--- src/rtl/conversion_bcd_a_binario.sv ---
// ---------------------------------------------------------------------------
// conversion_bcd_a_binario
//
// Converts the five BCD time/date fields read from the RTC into binary, one
// field at a time. Each field takes two cycles: the first forms tens*8, the
// second adds tens*2 and the units digit. When all five fields are done, the
// results are published together in a single cycle. A start/done handshake
// frames each conversion.
//
// Ports:
//   clk       system clock, rising edge
//   reset_n   asynchronous active-low reset
//   start     request pulse, sampled only while idle
//   S,M,D,ME,A  BCD inputs: seconds, minutes, day, month, year
//   s,m,d,me,a  binary outputs, updated only when all fields are done
//   busy      high while a conversion is in progress
//   done      one-cycle pulse in the cycle the outputs change
//   err_mask  per-field illegal-digit flags (bit0 = S ... bit4 = A)
//   error     OR of err_mask
// ---------------------------------------------------------------------------
module conversion_bcd_a_binario #(
    parameter bit VALIDAR = 1'b1
) (
    input  logic       clk,
    input  logic       reset_n,
    input  logic       start,
    input  logic [7:0] S,
    input  logic [7:0] M,
    input  logic [7:0] D,
    input  logic [7:0] ME,
    input  logic [7:0] A,
    output logic [7:0] s,
    output logic [7:0] m,
    output logic [7:0] d,
    output logic [7:0] me,
    output logic [7:0] a,
    output logic       busy,
    output logic       done,
    output logic [4:0] err_mask,
    output logic       error
);

    localparam logic [1:0] IDLE     = 2'd0;
    localparam logic [1:0] FASE_A   = 2'd1;
    localparam logic [1:0] FASE_B   = 2'd2;
    localparam logic [1:0] PUBLICAR = 2'd3;

    logic [1:0] state_q, state_d;
    logic [2:0] idx_q, idx_d;
    logic [7:0] bcd_in [5];
    logic [7:0] shadow_q [5];
    logic [7:0] shadow_d [5];
    logic [7:0] work_q [5];
    logic [7:0] work_d [5];
    logic [7:0] out_q [5];
    logic [7:0] out_d [5];
    // tens*8 peaks at 120, so eight bits are enough for the partial product.
    logic [7:0] acc_q, acc_d;
    logic [4:0] err_w_q, err_w_d;
    logic [4:0] err_mask_q, err_mask_d;
    logic       busy_q, busy_d;
    logic       done_q, done_d;

    logic [3:0] tens;
    logic [3:0] units;
    logic [7:0] res;

    assign bcd_in[0] = S;
    assign bcd_in[1] = M;
    assign bcd_in[2] = D;
    assign bcd_in[3] = ME;
    assign bcd_in[4] = A;

    assign tens  = shadow_q[idx_q][7:4];
    assign units = shadow_q[idx_q][3:0];
    // Maximum is 15*10+15 = 165, which still fits in eight bits.
    assign res   = acc_q + {3'b000, tens, 1'b0} + {4'b0000, units};

    always_comb begin
        state_d    = state_q;
        idx_d      = idx_q;
        shadow_d   = shadow_q;
        work_d     = work_q;
        out_d      = out_q;
        acc_d      = acc_q;
        err_w_d    = err_w_q;
        err_mask_d = err_mask_q;
        busy_d     = busy_q;
        done_d     = 1'b0;

        case (state_q)
            IDLE: begin
                if (start) begin
                    shadow_d = bcd_in;
                    err_w_d  = 5'b00000;
                    idx_d    = 3'd0;
                    busy_d   = 1'b1;
                    state_d  = FASE_A;
                end
            end
            FASE_A: begin
                acc_d = {1'b0, tens, 3'b000};
                if (VALIDAR && ((tens > 4'd9) || (units > 4'd9))) begin
                    err_w_d[idx_q] = 1'b1;
                end
                state_d = FASE_B;
            end
            FASE_B: begin
                // A field with an illegal digit keeps its last published value.
                if (err_w_q[idx_q]) begin
                    work_d[idx_q] = out_q[idx_q];
                end else begin
                    work_d[idx_q] = res;
                end
                if (idx_q == 3'd4) begin
                    state_d = PUBLICAR;
                end else begin
                    idx_d   = idx_q + 3'd1;
                    state_d = FASE_A;
                end
            end
            PUBLICAR: begin
                out_d      = work_q;
                err_mask_d = err_w_q;
                done_d     = 1'b1;
                busy_d     = 1'b0;
                state_d    = IDLE;
            end
            default: begin
                state_d = IDLE;
            end
        endcase
    end

    always_ff @(posedge clk or negedge reset_n) begin
        if (!reset_n) begin
            state_q    <= IDLE;
            idx_q      <= 3'd0;
            acc_q      <= 8'd0;
            err_w_q    <= 5'b00000;
            err_mask_q <= 5'b00000;
            busy_q     <= 1'b0;
            done_q     <= 1'b0;
            for (int i = 0; i < 5; i++) begin
                shadow_q[i] <= 8'd0;
                work_q[i]   <= 8'd0;
                out_q[i]    <= 8'd0;
            end
        end else begin
            state_q    <= state_d;
            idx_q      <= idx_d;
            acc_q      <= acc_d;
            err_w_q    <= err_w_d;
            err_mask_q <= err_mask_d;
            busy_q     <= busy_d;
            done_q     <= done_d;
            for (int i = 0; i < 5; i++) begin
                shadow_q[i] <= shadow_d[i];
                work_q[i]   <= work_d[i];
                out_q[i]    <= out_d[i];
            end
        end
    end

    assign s        = out_q[0];
    assign m        = out_q[1];
    assign d        = out_q[2];
    assign me       = out_q[3];
    assign a        = out_q[4];
    assign busy     = busy_q;
    assign done     = done_q;
    assign err_mask = err_mask_q;
    assign error    = |err_mask_q;

endmodule

--- config.mk ---
export PLATFORM = sky130hd
export DESIGN_NAME = conversion_bcd_a_binario
export DESIGN_NICKNAME = d
export VERILOG_FILES = /design/src/rtl/conversion_bcd_a_binario.sv
export SDC_FILE = /design/constraint.sdc
export NUM_CORES = 1
export LEC_CHECK = 0
export CAP_MARGIN = 20
export CORE_MARGIN = 2
export CORE_UTILIZATION = 50
export CTS_BUF_LIST = sky130_fd_sc_hd__clkbuf_8 sky130_fd_sc_hd__clkbuf_16
export DETAILED_ROUTE_END_ITERATION = 10
export HOLD_SLACK_MARGIN = 0.03
export PLACE_DENSITY = 0.84
export SYNTH_ARGS = -nofsm -noshare
export SYNTH_HDL_FRONTEND = slang
export SYNTH_SLANG_ARGS = --single-unit
--- constraint.sdc ---
create_clock -name clk -period 7.87 [get_ports clk]
set_clock_uncertainty 0.1 [all_clocks]
set_input_delay 1.9675 -clock clk [delete_from_list [all_inputs] [get_ports clk]]
set_output_delay 1.9675 -clock clk [all_outputs]
set_load 0.03 [all_outputs]
==> results.ini <==
[global_route]
grt_usage=0.231
grt_pass1_vias=4913
gr-total-overflow=0
antenna_found_initial=0
grt_max_degree=75
grt_pass1_wl_um=24900

[clocking]
cts_max_level=4
cts_root_buffer=clkbuf_16
cts_tree=yes
clk_latency_ps=420
ctsHoldBuffers=0
numCtsBuffers=17
clkSlewWorstSetupHoldPaths_ps=60
post_cts_buffers=0
cts.sinks=141
cts_resized=0
cts_buffer_depth=2

[synth]
yosysMostFrequentCell=dfrtp_1
synth_seq_area_share=0.548
synth_edf_count=0
synth_area_leaders=dfrtp_1 (55%), mux2_2 (19%), mux2i_1 (3.0%)
synthFlopType=dfrtp_1
synthArstFlopShare=1.00
yosys.area.top_type_share=0.548
synth_xor_area_frac=0.00408
synth_top_family_by_area=multiplexers
synth_compound_area_frac=0.0879
synth_area_leader_cell=dfrtp_1
syn_inst=508
yosys.area_share.simple=0.0657
synthMuxAreaShare=0.236
syn-num-nets=562
synth_area_mm2=0.00644
postSynthAreaPerCell_um2=12.7
yosys_warnings=0
ys_ff_latch=141
synth_fa_ha_area_frac=0.0237
yosys-top-cells-count=dfrtp_1 (141), mux2_2 (109), nand2_1 (37), o21ai_0 (26), mux2i_1 (19)
ys_types=55

[sta]
setup-violations-final=0
fin_crit_sh=0.515
report.final.slew_viol_count=0
hold-worst-slack_ps=381
fin_crit_ps=4050
tightest_slew_ps=1110
max_slew_margin=0.253
finalSetupTns_ps=0
hold_viol=0
fmax_ghz=0.247
rsz0062_at_grt=false

[critical_path]
critical_path_arrival_ps=4250
critPathLaunchType=register
cp-end-kind=register
worstPathRequired_ps=8070
criticalPathCategory=register to register
r2r_cells=14
crit_path_max_fanout=34

[floorplan]
coreArea_mm2=0.0126
die_y_um=117
rows=41
die_x_um=117
initial_core_util=0.510
die_area_mm2=0.0138
ioPinCount=91

[place]
globalplace.congestion=0.891
hpwl_um=9900
port_buffers=90

[routing]
drc_errors=0
drt_first_pass_iters=5
vias=4501
routed_wl_um=15400
drtIter0Drc=410
routedWlPerCell_um=19.8
ant_nets=0
viasPerCell=5.80

[worst_hold_path]
hold_class=register to register
hold_depth=2

[power]
vdd_ir_drop_max_mv=0.219
total_power_mw=4.06
leakage_nw=3.56
p_per_area_mw_per_mm2=502

[final_layout]
syn_to_final_growth_pct=25.6
drive_above_1_share=0.276
num-fill-cells=972
nets=646
antennaDiodeCount=0

[run]
drv_cap=0

[run_status]
status=completed

[cell usage in the layout, fill, tap and decap left out, types with 3 or more instances in the layout]
cell / synthesis / routed
a21oi_1: 16 / 16
inv_1: 11 / 11
nand3_1: 9 / 9
a22oi_1: 9 / 9
nand2_1: 37 / 36
o22ai_1: 6 / 6
dfrtp_1: 141 / 141
clkbuf_16: 0 / 17
o21ai_0: 26 / 26
bufinv_16: 0 / 5
o21ai_2: 3 / 3
a22o_1: 5 / 5
nor2b_1: 5 / 5
ha_1: 9 / 9
or3_1: 3 / 3
nor2_1: 17 / 17
buf_4: 3 / 4
nor3_1: 5 / 4
mux2i_1: 19 / 19
clkinv_2: 0 / 5
mux2_2: 109 / 109
clkdlybuf4s50_1: 0 / 89
o21ai_1: 4 / 4
[power by group]
group	internal (mW)	switching, mW
Clock	0.575	0.301
Sequential	1.05	0.218
Combinational	0.847	1.07
[per-layer routing]
metal  global-route usage  up-vias  share of wire
li1                     -     1980              -
met1                0.273     2282           0.41
met2                0.396      182           0.51
met3               0.0494       57          0.051
met4                0.123        0          0.034
met5                    0        -              0
[final timing paths]
kind | from | end | slack (ps)
max in group asynchronous | reset_n | m[5] | 4860
min | work_q[35] | work_q[35] | 380
max | idx_q[1] | work_q[39] | 3820
min reg2reg | work_q[35] | work_q[35] | 380
min in group asynchronous | reset_n | shadow_q[1] | 1470
max reg2reg | idx_q[1] | work_q[39] | 3820
[critical path: stages, from the launching register on]
cell and delay [ps]:
dfrtp_1 340, buf_4 440, clkinv_1 400, nand2_2 290, o21ai_0 160, nor2_1 250
fa_1 500, inv_1 90, ha_1 230, a21o_1 180, a21oi_1 220, nor2b_1 70
o21ai_0 230, a21oi_2 130, mux2_2 280
[state kept, by name, indices dropped and copies added (netlist names)]
signal	flops
err_mask	5
a	8
idx_q	3
work_q	40
s	8
m	8
shadow_q	40
me	8
state_q	2
acc_q	4
done	1
busy	1
d	8
err_w_q	5
[per-stage QoR]
stage / setup WS (ps) / util / cell area [um^2] / cells
4_1_cts: 3880 / 0.639 / 8060 / 775
6_report: 3820 / 0.640 / 8080 / 776
3_3_place_gp: 4000 / 0.588 / 7420 / 744
3_5_place_dp: 3930 / 0.588 / 7420 / 744
2_1_floorplan: 4600 / - / 6440 / 508
5_1_grt: 3710 / 0.640 / 8080 / 776
[cells by family after synthesis]
logic type | count (synthesis)
flip-flops | 141
buffers and inverters | 43
AO/OA/AOI/OAI | 86
adder cells (fa/ha/maj) | 11
multiplexers | 134
XOR/XNOR | 3
AND/OR/NAND/NOR | 90
[area by class of cell]
cell class              instances  area, um^2  share of cell area
inverters                      13        48.8             0.00604
well taps                     172         215              0.0266
multi-input cells             324        2690               0.333
clock buffers                  19         453              0.0560
clock inverters                12         193              0.0238
repair buffers                 95         952               0.118
flip-flops and latches        141        3530               0.437
Note: power is estimated with default switching activity, not from simulation.
